## src/rtl/shtp_pkg.sv

```systemverilog
// Shared types and constants for the SHTP sensor-report parser.
// Field offsets are byte positions inside a report, where byte 0 is the report ID.
package shtp_pkg;

    typedef enum logic [2:0] {
        ST_IDLE,
        ST_HDR,
        ST_RPT_ID,
        ST_RPT_BODY,
        ST_SKIP
    } state_t;

    typedef enum logic [1:0] {
        HDR_DONE,
        HDR_ERR,
        HDR_SKIP,
        HDR_RPT
    } hdr_dec_t;

    typedef enum logic [1:0] {
        RPT_TS,
        RPT_QUAT,
        RPT_GYRO
    } rpt_kind_t;

    localparam logic [15:0] SHTP_HDR_LEN = 16'd4;
    localparam logic [3:0]  RPT_LEN_QUAT = 4'd14;
    localparam logic [3:0]  RPT_LEN_GYRO = 4'd10;
    localparam logic [3:0]  RPT_LEN_TS   = 4'd5;

    localparam logic [7:0]  RPT_ID_BASE_TS   = 8'hFB;
    localparam logic [7:0]  RPT_ID_TS_REBASE = 8'hFA;

    localparam logic [3:0]  OFS_QUAT_I    = 4'd4;
    localparam logic [3:0]  OFS_QUAT_J    = 4'd6;
    localparam logic [3:0]  OFS_QUAT_K    = 4'd8;
    localparam logic [3:0]  OFS_QUAT_REAL = 4'd10;
    localparam logic [3:0]  OFS_GYRO_X    = 4'd4;
    localparam logic [3:0]  OFS_GYRO_Y    = 4'd6;
    localparam logic [3:0]  OFS_GYRO_Z    = 4'd8;

    // Both reports place their 16-bit words back to back from the same offset,
    // so one four-word staging array serves either report.
    localparam logic [3:0]  FIELD_FIRST = OFS_QUAT_I;
    localparam logic [3:0]  FIELD_LAST  = OFS_QUAT_REAL + 4'd1;

    function automatic logic is_field_byte(input logic [3:0] idx);
        return (idx >= FIELD_FIRST) && (idx <= FIELD_LAST);
    endfunction

endpackage

```

## src/rtl/shtp_header_decoder.sv

```systemverilog
// Captures the SHTP header length/channel bytes and classifies the packet
// once the fourth (sequence) header byte arrives.
module shtp_header_decoder
    import shtp_pkg::*;
#(
    parameter logic [7:0]  SENSOR_CHANNEL = 8'd3,
    parameter logic [15:0] MAX_LEN        = 16'd256
) (
    input  logic        clk,
    input  logic        rst,
    input  logic        cap_en,
    input  logic [1:0]  cap_idx,
    input  logic [7:0]  cap_byte,
    output logic [15:0] eff_len,
    output logic [1:0]  decision
);

    logic [7:0] len_lsb_q;
    logic [6:0] len_msb_q;
    logic [7:0] chan_q;

    // NOTE: sequential state uses non-blocking assignments so every register
    // samples the pre-edge values regardless of statement order.
    always_ff @(posedge clk or posedge rst) begin
        if (rst) begin
            len_lsb_q <= '0;
            len_msb_q <= '0;
            chan_q    <= '0;
        end else if (cap_en) begin
            case (cap_idx)
                2'd0:    len_lsb_q <= cap_byte;
                2'd1:    len_msb_q <= cap_byte[6:0];
                2'd2:    chan_q    <= cap_byte;
                default: ;
            endcase
        end
    end

    // Bit 15 of the length field is the continuation flag and never counts.
    assign eff_len = {1'b0, len_msb_q, len_lsb_q};

    // NOTE: the combinational output gets a default first so no path can
    // leave it unassigned and infer a latch.
    always_comb begin
        decision = HDR_RPT;
        if (eff_len <= SHTP_HDR_LEN)
            decision = HDR_DONE;
        else if (eff_len > MAX_LEN)
            decision = HDR_ERR;
        else if (chan_q != SENSOR_CHANNEL)
            decision = HDR_SKIP;
    end

endmodule

```

## src/rtl/shtp_report_parser.sv

```systemverilog
// SHTP byte-stream parser: walks the reports of each sensor-channel packet and
// publishes rotation-vector and calibrated-gyro words with one-cycle valid pulses.
module shtp_report_parser
    import shtp_pkg::*;
#(
    parameter logic [7:0]  SENSOR_CHANNEL = 8'd3,
    parameter logic [7:0]  QUAT_ID        = 8'h05,
    parameter logic [7:0]  GYRO_ID        = 8'h02,
    parameter logic [15:0] MAX_LEN        = 16'd256
) (
    input  logic        clk,
    input  logic        rst,
    input  logic        pkt_start,
    input  logic        rx_valid,
    input  logic [7:0]  rx_byte,
    input  logic        pkt_end,
    output logic        quat_valid,
    output logic [15:0] quat_w,
    output logic [15:0] quat_x,
    output logic [15:0] quat_y,
    output logic [15:0] quat_z,
    output logic        gyro_valid,
    output logic [15:0] gyro_x,
    output logic [15:0] gyro_y,
    output logic [15:0] gyro_z,
    output logic        parse_err
);

    state_t          state_q, state_n, st_cur;
    rpt_kind_t       kind_q, kind_n;
    logic [15:0]     cnt_q, cnt_n, cnt_base;
    logic [3:0]      idx_q, idx_n;
    logic [3:0]      rlen_q, rlen_n;
    logic [3:0][15:0] stage_q, stage_n;
    logic [2:0]      rel;
    logic            byte_ok, hdr_cap_en;
    logic            err_n, fire_quat, fire_gyro;
    logic [15:0]     hdr_len;
    logic [1:0]      hdr_decision;

    // A pkt_start restarts the packet before any byte in the same cycle is used.
    assign st_cur     = pkt_start ? ST_HDR : state_q;
    assign cnt_base   = pkt_start ? 16'd0 : cnt_q;
    assign byte_ok    = rx_valid && (st_cur != ST_IDLE);
    assign hdr_cap_en = byte_ok && (st_cur == ST_HDR);

    shtp_header_decoder #(
        .SENSOR_CHANNEL (SENSOR_CHANNEL),
        .MAX_LEN        (MAX_LEN)
    ) u_hdr (
        .clk      (clk),
        .rst      (rst),
        .cap_en   (hdr_cap_en),
        .cap_idx  (cnt_base[1:0]),
        .cap_byte (rx_byte),
        .eff_len  (hdr_len),
        .decision (hdr_decision)
    );

    always_comb begin
        state_n   = st_cur;
        cnt_n     = cnt_base;
        idx_n     = idx_q;
        rlen_n    = rlen_q;
        kind_n    = kind_q;
        stage_n   = stage_q;
        rel       = '0;
        fire_quat = 1'b0;
        fire_gyro = 1'b0;
        err_n     = pkt_start && (state_q != ST_IDLE);

        if (byte_ok) begin
            unique case (st_cur)
                ST_HDR: begin
                    if (cnt_base[1:0] == 2'd3) begin
                        unique case (hdr_dec_t'(hdr_decision))
                            HDR_DONE: state_n = ST_IDLE;
                            HDR_ERR: begin
                                err_n   = 1'b1;
                                state_n = ST_SKIP;
                            end
                            HDR_SKIP: state_n = ST_SKIP;
                            default:  state_n = ST_RPT_ID;
                        endcase
                    end
                end
                ST_RPT_ID: begin
                    idx_n   = 4'd1;
                    state_n = ST_RPT_BODY;
                    if (rx_byte == RPT_ID_BASE_TS || rx_byte == RPT_ID_TS_REBASE) begin
                        kind_n = RPT_TS;
                        rlen_n = RPT_LEN_TS;
                    end else if (rx_byte == QUAT_ID) begin
                        kind_n = RPT_QUAT;
                        rlen_n = RPT_LEN_QUAT;
                    end else if (rx_byte == GYRO_ID) begin
                        kind_n = RPT_GYRO;
                        rlen_n = RPT_LEN_GYRO;
                    end else begin
                        state_n = ST_SKIP;
                    end
                end
                ST_RPT_BODY: begin
                    if (is_field_byte(idx_q)) begin
                        rel = idx_q[2:0] - FIELD_FIRST[2:0];
                        if (rel[0])
                            stage_n[rel[2:1]][15:8] = rx_byte;
                        else
                            stage_n[rel[2:1]][7:0]  = rx_byte;
                    end
                    idx_n = idx_q + 4'd1;
                    if (idx_q == rlen_q - 4'd1) begin
                        fire_quat = (kind_q == RPT_QUAT);
                        fire_gyro = (kind_q == RPT_GYRO);
                        state_n   = ST_RPT_ID;
                    end
                end
                default: ;
            endcase

            cnt_n = cnt_base + 16'd1;
            if (st_cur != ST_HDR && cnt_n == hdr_len)
                state_n = ST_IDLE;
        end

        // The byte of this cycle is already accounted for; an end that arrives
        // short of the declared length is a truncation.
        if (pkt_end && state_n != ST_IDLE) begin
            err_n   = 1'b1;
            state_n = ST_IDLE;
        end
    end

    // NOTE: the staging array is a handful of flops, not a RAM, so it takes the
    // async reset like everything else.
    always_ff @(posedge clk or posedge rst) begin
        if (rst) begin
            state_q    <= ST_IDLE;
            kind_q     <= RPT_TS;
            cnt_q      <= '0;
            idx_q      <= '0;
            rlen_q     <= '0;
            stage_q    <= '0;
            quat_valid <= 1'b0;
            gyro_valid <= 1'b0;
            parse_err  <= 1'b0;
            quat_w     <= '0;
            quat_x     <= '0;
            quat_y     <= '0;
            quat_z     <= '0;
            gyro_x     <= '0;
            gyro_y     <= '0;
            gyro_z     <= '0;
        end else begin
            state_q    <= state_n;
            kind_q     <= kind_n;
            cnt_q      <= cnt_n;
            idx_q      <= idx_n;
            rlen_q     <= rlen_n;
            stage_q    <= stage_n;
            quat_valid <= fire_quat;
            gyro_valid <= fire_gyro;
            parse_err  <= err_n;
            // stage_n includes the current byte, which is the z MSB for gyro.
            if (fire_quat) begin
                quat_x <= stage_n[0];
                quat_y <= stage_n[1];
                quat_z <= stage_n[2];
                quat_w <= stage_n[3];
            end
            if (fire_gyro) begin
                gyro_x <= stage_n[0];
                gyro_y <= stage_n[1];
                gyro_z <= stage_n[2];
            end
        end
    end

endmodule

```

## config.mk

```make
export PLATFORM = sky130hd
export DESIGN_NAME = shtp_report_parser
export DESIGN_NICKNAME = d
export VERILOG_FILES = /design/src/rtl/shtp_pkg.sv /design/src/rtl/shtp_header_decoder.sv /design/src/rtl/shtp_report_parser.sv
export SDC_FILE = /design/constraint.sdc
export NUM_CORES = 1
export LEC_CHECK = 0
export BUFFER_PORTS_ARGS = -buffer_cell sky130_fd_sc_hd__buf_2
export CELL_PAD_IN_SITES_DETAIL_PLACEMENT = 0
export CELL_PAD_IN_SITES_GLOBAL_PLACEMENT = 1
export CORE_MARGIN = 8
export CORE_UTILIZATION = 49
export DETAILED_ROUTE_END_ITERATION = 8
export GPL_ROUTABILITY_DRIVEN = 0
export PLACE_DENSITY_LB_ADDON = 0.3
export RECOVER_POWER = 50
export SYNTH_ARGS = -nofsm -noshare
export SYNTH_HDL_FRONTEND = slang
export SYNTH_HIERARCHICAL = 1
export SYNTH_SLANG_ARGS = --single-unit
```

## constraint.sdc

```tcl
create_clock -name clk -period 15.7 [get_ports clk]
set_clock_uncertainty 0.2 [all_clocks]
set_input_delay 3.14 -clock clk [delete_from_list [all_inputs] [get_ports clk]]
set_output_delay 3.14 -clock clk [all_outputs]
set_load 0.03 [all_outputs]
```

# [Word-level counts from Yosys, hierarchy flattened]
# Index checks and enable logic that the tools add are counted.
# W data, S select, Z words.
[op_classes] n_addsub=4 n_lt_le_gt_ge=6 eq_ne=18 n_mux=44 reduce_logical=21
[op_table] cell="$mux W64" count=4
[op_table] cell="$bwmux W64" count=2
[op_table] cell="$demux W16 S2" count=2
[op_table] cell="$mux W16" count=3
[op_table] cell="$mux W3" count=9
[op_table] cell="$add A16 B1 Y16 const B" count=1
[op_table] cell="$eq A16 B15 Y1" count=1
[op_table] cell="$eq A8 B8 Y1 const B" count=2
[op_table] cell="$gt A15 B9 Y1 const B" count=1
[op_table] cell="$le A15 B3 Y1 const B" count=1
[op_table] cell="$mux W1" count=12
[op_table] cell="$mux W4" count=3
[op_table] cell="$reduce_bool A3 Y1" count=4
[op_table] cell="$mux W2" count=5
[op_table] cell="$pmux W3 S3" count=1
[op_table] cell="$eq A2 B2 Y1 const B" count=4
[op_table] cell="$eq A8 B2 Y1 const B" count=1
[op_table] cell="$eq A8 B3 Y1 const B" count=1
[op_table] cell="$mux W8" count=1
[op_table] cell="$ne A8 B2 Y1 const B" count=1
[op_table] cell="$pmux W4 S2" count=1
[op_table] cell="$reduce_and A2 Y1" count=4
[op_table] cell="$logic_and A1 B1 Y1" count=7
[op_table] cell="$eq A2 B1 Y1 const B" count=3
[op_table] cell="17 further kinds" count=19
[word_totals] register_bits=231 output_inout_bits=115 word_cells=115

# [Depth between registers and ports, before layout]
# Gate-level depths: netlist of the first run.
[depth] word_depth=14 mapped_depth=14 depth_no_buf=12

# [Modules after synthesis]
# Netlist of the first run, hierarchy kept.
[by_module_without_submodules] mod="shtp_report_parser" n_inst=1 cells_each=846 area_per_inst_um2=8957.3
[by_module_without_submodules] mod="shtp_header_decoder" n_inst=1 cells_each=66 area_per_inst_um2=991.0

# [Least setup slack after synthesis of the first run]
# Ideal clock, no wire load.
[synth_path] path_type="in2reg" startpoint="in pkt_start" endpoint="reg parse_err" setup_ns=0.137 t_arrival_ns=6.294 required_time_ns=15.363 path_slack_ns=9.069 path_stages=14 path_buffers=5 path_cell_list="clkbuf_1 > clkbuf_1 > buf_1 > buf_1 > nor2b_1 > ha_1 > clkbuf_1 > nand3_1 > nor4_1 > a21oi_1 > nor4_1 > o311ai_1 > nor4_1 > a21oi_1"
[synth_via] elab_chain_len=9 word_cells_on_any_way=25
[synth_lines] item="start: declaration" line_no="shtp_report_parser.sv:13" text="input logic pkt_start,"
[synth_lines] item="$mux W16 *" line_no="shtp_report_parser.sv:43" text="assign cnt_base = pkt_start ? 16'd0 : cnt_q;"
[synth_lines] item="net cnt_base[0]" line_no="shtp_report_parser.sv:31" text="logic [15:0] cnt_q, cnt_n, cnt_base;"
[synth_lines] item="$add A16 B1 Y16 / $eq A2 B2 Y1 (equally long branches)" line_no="shtp_report_parser.sv:121, shtp_report_parser.sv:75"
[synth_lines] item="$eq A16 B15 Y1 / $mux W3 (equally long branches)" line_no="shtp_report_parser.sv:122, shtp_report_parser.sv:75"
[synth_lines] item="$logic_and A1 B1 Y1 / $pmux W3 S3 (equally long branches)" line_no="shtp_report_parser.sv:122, shtp_report_parser.sv:73"
[synth_lines] item="$mux W3" line_no="shtp_report_parser.sv:122" text="if (st_cur != ST_HDR && cnt_n == hdr_len)"
[synth_lines] item="$mux W3" line_no="shtp_report_parser.sv:72" text="if (byte_ok) begin"
[synth_lines] item="$reduce_bool A3 Y1" line_no="shtp_report_parser.sv:128" text="if (pkt_end && state_n != ST_IDLE) begin"
[synth_lines] item="$logic_and A1 B1 Y1" line_no="shtp_report_parser.sv:128"
[synth_lines] item="$mux W1 *" line_no="shtp_report_parser.sv:128"
[synth_lines] item="net err_n" line_no="shtp_report_parser.sv:37" text="logic err_n, fire_quat, fire_gyro;"
[synth_lines] item="end signal: assignment" line_no="shtp_report_parser.sv:163" text="parse_err <= err_n;"
[synth_lines] item="end: declaration" line_no="shtp_report_parser.sv:26" text="output logic parse_err"
# The timed path passes the listed nets; every way through them passes the cells marked *.
# A chain may end at the register's enable or synchronous reset.

==> results of run 1 <==
[registers in the layout, indices dropped and copies added (netlist names), 4 cells and up]
name             cells
quat_y              16
quat_x              16
u_hdr/len_msb_q      7
u_hdr/chan_q         8
stage_q             64
gyro_z              16
u_hdr/len_lsb_q      8
quat_w              16
gyro_x              16
idx_q                4
gyro_y              16
cnt_q               16
quat_z              16
[cell families (layout without fill, tap and decap cells)]
kind of cell	after synthesis	in the layout	share of synthesized area
and+or+nand+nor	263	263	0.133
DFF	230	230	0.579
AOI/OAI and AO/OA	160	160	0.0914
buffers and inverters	113	236	0.0464
muxes	105	105	0.113
xor gates and xnor gates	35	35	0.0308
adders and majority gates	5	5	0.00629
other	1	1	0.000377
[where the power goes]
part / internal [mW] / switching (mW) / leakage, nW
logic: 0.0398 / 0.0486 / 2.29
clock network: 0.383 / 0.238 / 0.431
registers: 0.615 / 0.0256 / 3.16
total: 1.04 / 0.313 / 5.88
[layer usage]
metal,global-route usage,wire length (um),vias to the layer above,share of wire
li1,-,-,3325,-
met1,0.268,10900,3404,0.48
met2,0.294,10500,155,0.46
met3,0.0353,1220,26,0.053
met4,0.0422,323,0,0.014
met5,0,0,-,0
[worst max path at each step]
stage / end / slack, ns / startpoint
final: quat_z[5] / 8.25 / rst
after floorplan: cnt_q[0] / 6.71 / rst
after global routing: quat_z[5] / 7.08 / rst
after detailed placement: parse_err / 9.03 / pkt_start
after global placement: parse_err / 9.20 / pkt_start
after CTS: parse_err / 9.58 / pkt_start
[final cells by class]
| type | instances | area, um2 |
|---|---|---|
| Multi-Input combinational cell | 569 | 3740 |
| Fill cell | 1823 | 8650 |
| Clock buffer | 34 | 709 |
| Sequential cell | 230 | 5760 |
| Inverter | 62 | 234 |
| Tap cell | 270 | 338 |
| Timing Repair Buffer | 130 | 512 |
| Clock inverter | 10 | 168 |
[metrics by stage]
| step | std cells | instance area [um2] | util |
|---|---|---|---|
| 2_1_floorplan | 912 | 9950 | - |
| 3_3_place_gp | 1261 | 10700 | 0.534 |
| 3_5_place_dp | 1261 | 10700 | 0.534 |
| 4_1_cts | 1305 | 11600 | 0.578 |
| 5_1_grt | 1305 | 11500 | 0.570 |
| 6_report | 1305 | 11500 | 0.570 |
[placed cells by master (no fill, tap or decap), types with 5 or more instances in the layout]
| cell type | count |
|---|---|
| dfrtp_1 | 230 |
| nor4_1 | 9 |
| o21ai_0 | 15 |
| a21oi_1 | 110 |
| xor2_1 | 18 |
| inv_1 | 60 |
| nand2b_1 | 6 |
| nor2b_1 | 9 |
| mux2_1 | 8 |
| clkbuf_1 | 121 |
| or3_1 | 5 |
| nand3_1 | 16 |
| nand4_1 | 9 |
| mux2_2 | 49 |
| clkbuf_8 | 5 |
| buf_2 | 10 |
| nand2_1 | 33 |
| nor2_1 | 121 |
| nand3b_1 | 7 |
| clkbuf_16 | 25 |
| nor3_1 | 19 |
| mux2i_1 | 48 |
| xnor2_1 | 17 |
| ha_1 | 5 |
==> reports/metrics.yaml, run 1 <==
crit_cells: 2
slew_viol_final: 186
cts_buffers: 25
synth-edff-count: 0
drt-pass1-iter-count: 5
power.density_nw_per_um2: 118
route.detailed.drc: 0
clock-sinks: 230
grt_pass1_vias: 7020
synth_area_per_cell_um2: 10.9
async_flop_share: 1.00
status: "finished with violations"
clock.fmax_mhz: 134
area_delta_synth_final_pct: 15.2
die_y_um: 158
crit_slowest_cell: "clkinvlp_2"
htreeDepth: 1
reg2reg_depth: 9
core-area_um2: 20100
ios: 128
drive_above_1_share: 0.111
setup_tns_ns: 0
path_buf_inv: 2
post-dp-hpwl_um: 15000
ys_top_cells_by_area: "dfrtp_1 58%, mux2_2 5.5%, a21oi_1 5.5%"
grt_overflow: 0
path_class: "primary input to asynchronous set/reset pin"
arrival_ns: 6.75
hold_buffers: 0
clock_latency_ns: 0.53
worstSetupStartpointType: "primary input"
rsz0062_at_grt: "false"
timing.hold.ws_ns: 0.284
num_vias: 6910
start_util: 0.495
postSynthCellCount: 912
hold_end: "quat_w[1]"
layout.nets: 1036
rows: 52
power_mw: 1.35
grt_antenna_before_repair: 0
worst_slack_ns: 8.25
synth_common_cells: "230 x dfrtp_1, 121 x nor2_1, 110 x a21oi_1"
grt_max_degree: 144
max_slew_margin: -3.14
violations: "max-capacitance violations, max-slew violations"
die_w_um: 158
syn_nets: 930
crit_path_cell_trace: "clkbuf_1 > clkinvlp_2"
yosysUniqueCellTypes: 70
clockRootBuffer: "clkbuf_16"
avgViaCountPerCell: 5.30
clkTransAtPathRegs_ns: 0.06
ant_nets: 0
die_area_um2: 25100
leakage_nw: 5.88
drt_iter0_drc: 479
path_delay_family: "buffers and inverters"
hp-class: "flop to flop"
cp_max_fo: 143
yosysMostFrequentCell: "dfrtp_1"
preCtsSetupSlack_ns: 9.03
end_kind: "asynchronous set/reset pin"
synth_top_flop_cell: "dfrtp_1"
synth-seq-area-share: 0.579
maxCapViolCount: 2
yosysWarnings: 6
worstMarginPinSlew_ns: 6.17
routed_wl_um: 23000
cts.path.max_buffers: 3
synth_top_area_frac: 0.579
diodes: 0
cts_resized: 0
cp.required_ns: 15.00
ys_ff_latch: 230
cpPeakStageDelay_ns: 3.41
hold_violations: 0
rrSetupSlack_ns: 11.99
r2r_start: "cnt_q[0]"
min_period_ns: 7.45
fin_crit_sh: 0.474
grt_use_total: 0.188
worstHoldPathCells: 1
netlist_area_um2: 9950
grt_pass1_wl_um: 37800
cts_setup_buffers: 0
portBuffers: 127
ir_drop_mv: 0.0839
routedWlPerCell_um: 17.6
cts_tree: "yes"
worstHoldStart: "quat_w[1]"
synth_area_leader_cell: "dfrtp_1"
timing.rr.end: "parse_err"
setup_viol: 0
No activity file was read; power rests on OpenSTA's default activity.
==> inputs of run 2 (changes only) <==
--- a/config.mk
+++ b/config.mk
@@ -5,11 +5,12 @@
 export SDC_FILE = /design/constraint.sdc
 export NUM_CORES = 1
 export LEC_CHECK = 0
+export ABC_AREA = 1
 export BUFFER_PORTS_ARGS = -buffer_cell sky130_fd_sc_hd__buf_2
 export CELL_PAD_IN_SITES_DETAIL_PLACEMENT = 0
 export CELL_PAD_IN_SITES_GLOBAL_PLACEMENT = 1
 export CORE_MARGIN = 8
-export CORE_UTILIZATION = 49
+export CORE_UTILIZATION = 44
 export DETAILED_ROUTE_END_ITERATION = 8
 export GPL_ROUTABILITY_DRIVEN = 0
 export PLACE_DENSITY_LB_ADDON = 0.3
==> constraint.sdc (replaced) <==
create_clock -name clk -period 7.7 [get_ports clk]
set_clock_uncertainty 0.2 [all_clocks]
set_input_delay 1.54 -clock clk [delete_from_list [all_inputs] [get_ports clk]]
set_output_delay 1.54 -clock clk [all_outputs]
set_load 0.03 [all_outputs]
==> reports/metrics.yaml, run 2 <==
status: "finished clean"
grt_pass1_vias: 7620
ios: 128
power_mw: 2.73
routed_wl_um: 24000
cp.required_ns: 7.91
end_kind: "flop"
yosysWarnings: 6
ys_ff_latch: 230
syn_nets: 1194
p_sw_mw: 0.714
setup_tns_ns: 0
power_frac_clock: 0.420
power_frac_seq: 0.487
hold_buffers: 0
cts_tree: "yes"
clkTransAtPathRegs_ns: 0.06
core-area_um2: 22600
final_common_cell: "nand2_1"
largest_reg_flops: 64
grt_pass1_wl_um: 40400
num_vias: 7726
crit_start: "pkt_start"
drt_iter0_drc: 574
crit_top_cell: "nand2_1"
timing.hold.ws_ns: 0.271
yosysMostFrequentCell: "nand2_1"
worstMarginPinSlew_ns: 1.20
yosysUniqueCellTypes: 42
reg2reg_depth: 9
internal_power_mw: 2.02
layout_common_cells: "335 x nand2_1, 230 x dfrtp_1, 175 x o21ai_0, 168 x inv_1, 124 x clkbuf_1"
slew_viol_final: 0
finalCoreUtilization: 0.511
cts.path.max_buffers: 3
synth_area_leader_cell: "dfrtp_1"
synth_top_area_frac: 0.570
busiest_layer: "met2"
fin_area_um2: 11500
htreeDepth: 1
diodes: 0
fin_crit_sh: 0.624
hp-class: "flop to flop"
grt_overflow: 0
synth_top_flop_cell: "dfrtp_1"
cts_setup_buffers: 0
clock.fmax_mhz: 208
async_flop_share: 1.00
ant_nets: 0
synth_common_cells: "337 x nand2_1, 230 x dfrtp_1, 171 x o21ai_0"
drt-pass1-iter-count: 5
power.density_nw_per_um2: 237
portBuffers: 127
maxCapViolCount: 0
rrSetupSlack_ns: 4.08
crit_cells: 18
placed_area_um2: 10900
grtUsageMet2: 0.289
power.share.combinational: 0.093
grt_use_total: 0.173
route.detailed.drc: 0
clock-sinks: 230
synth-edff-count: 0
cp_max_fo: 26
path_class: "primary input to flop"
grt_max_degree: 135
min_period_ns: 4.80
leakage_nw: 5.59
worst_slack_ns: 2.90
setup_viol: 0
die_w_um: 168
synth_area_per_cell_um2: 8.59
ys_top_cells_by_area: "dfrtp_1 57%, nand2_1 13%, o21ai_0 8.5%"
cts_buffers: 25
avgViaCountPerCell: 4.85
crit_path_cell_trace: "clkbuf_1 > clkinvlp_2 > nand4_2 > inv_1 > nand2_1 > nand2_1 > nand2_1 > nand2_1 > nor2_1 > nand2_1 > nor2_1 > nand3_1 > nor2_2 > nor2_1 > nor2_1 > nand3_1 > nand2_1 > nand2_1"
clock_latency_ns: 0.53
hold_violations: 0
netSwitchingFraction: 0.261
max_slew_margin: 0.196
synth-seq-area-share: 0.570
drive_above_1_share: 0.0756
use_met3: 0.0299
area_delta_synth_final_pct: 14.1
die_y_um: 168
routedWlPerCell_um: 15.1
met1_usage: 0.235
path_buf_inv: 3
largest-register: "stage_q"
clockRootBuffer: "clkbuf_16"
cpPeakStageDelay_ns: 1.14
start_util: 0.448
preCtsSetupSlack_ns: 2.86
stdcell_count: 1594
fillers: 2231
worstHoldStart: "stage_q[62]"
r2r_start: "state_q[0]"
cts_resized: 0
rsz0062_at_grt: "false"
layout.nets: 1310
path_delay_family: "simple AND/OR/NAND/NOR gates"
post-dp-hpwl_um: 16700
crit_slowest_cell: "clkinvlp_2"
arrival_ns: 5.02
ir_drop_mv: 0.168
netlist_area_um2: 10100
grt_antenna_before_repair: 0
worstHoldPathCells: 2
post-place-cells: 1550
worstSetupStartpointType: "primary input"
die_area_um2: 28100
postSynthCellCount: 1176
rows: 55
==> run 2: cell count changes after synthesis, moves of 48 or more <==
cell,previous run,this run
a21oi_1,110,7
inv_1,61,168
mux2_2,49,0
mux2i_1,48,0
nand2_1,33,337
nor2_1,121,65
o21ai_0,15,171
==> run 2: worst register-to-register path, stage by stage, from the launching register on <==
cell     delay (ns)
dfrtp_1        0.41
inv_1          0.14
nand2_1        0.10
o21ai_2        0.74
inv_2          0.31
nand2_1        0.22
nor3_1         0.09
nand2_4        0.21
buf_4          0.74
o21ai_0        0.29
==> run 2: cell families (layout without fill, tap and decap cells) <==
kind of cell	count (synthesis)	count (layout)	share of synthesized area
flops	230	230	0.570
buf+inv	214	347	0.0876
fa+ha+maj	5	5	0.00619
simple gates	489	489	0.207
xor+xnor	5	5	0.00434
other cells	1	1	0.000371
compound gates	232	232	0.125
==> run 2: power by group through the flow <==
| stage | sequential, mW | clock (mW) | combinational (mW) |
|---|---|---|---|
| after floorplan | 1.34 | 0 | 0.203 |
| after global placement | 1.35 | 0 | 0.255 |
| after detailed placement | 1.35 | 0 | 0.261 |
| after CTS | 1.33 | 1.18 | 0.261 |
| after global routing | 1.34 | 1.23 | 0.296 |
| final | 1.33 | 1.15 | 0.254 |
==> run 2: area by class of cell <==
| type | count | area [um2] | share of cell area |
|---|---|---|---|
| clock inverter | 6 | 55.1 | 0.00477 |
| multi-input combinational | 732 | 3460 | 0.300 |
| sequential | 230 | 5760 | 0.499 |
| inverter | 173 | 658 | 0.0571 |
| clock buffer | 38 | 734 | 0.0637 |
| timing repair buffer | 130 | 512 | 0.0444 |
| tap | 285 | 357 | 0.0309 |
==> run 2: metal layers <==
layer | routed length, um | vias up
met2 | 11500 | 139
met3 | 970 | 30
met1 | 11200 | 3616
li1 | - | 3941
met5 | 0 | -
met4 | 331 | 0
==> run 2: worst paths after layout <==
kind                          endpoint
setup reg to reg             quat_x[5]
setup / recovery             parse_err
max in group asynchronous    gyro_z[8]
min in group asynchronous  stage_q[48]
hold / removal             stage_q[62]
hold reg to reg            stage_q[62]
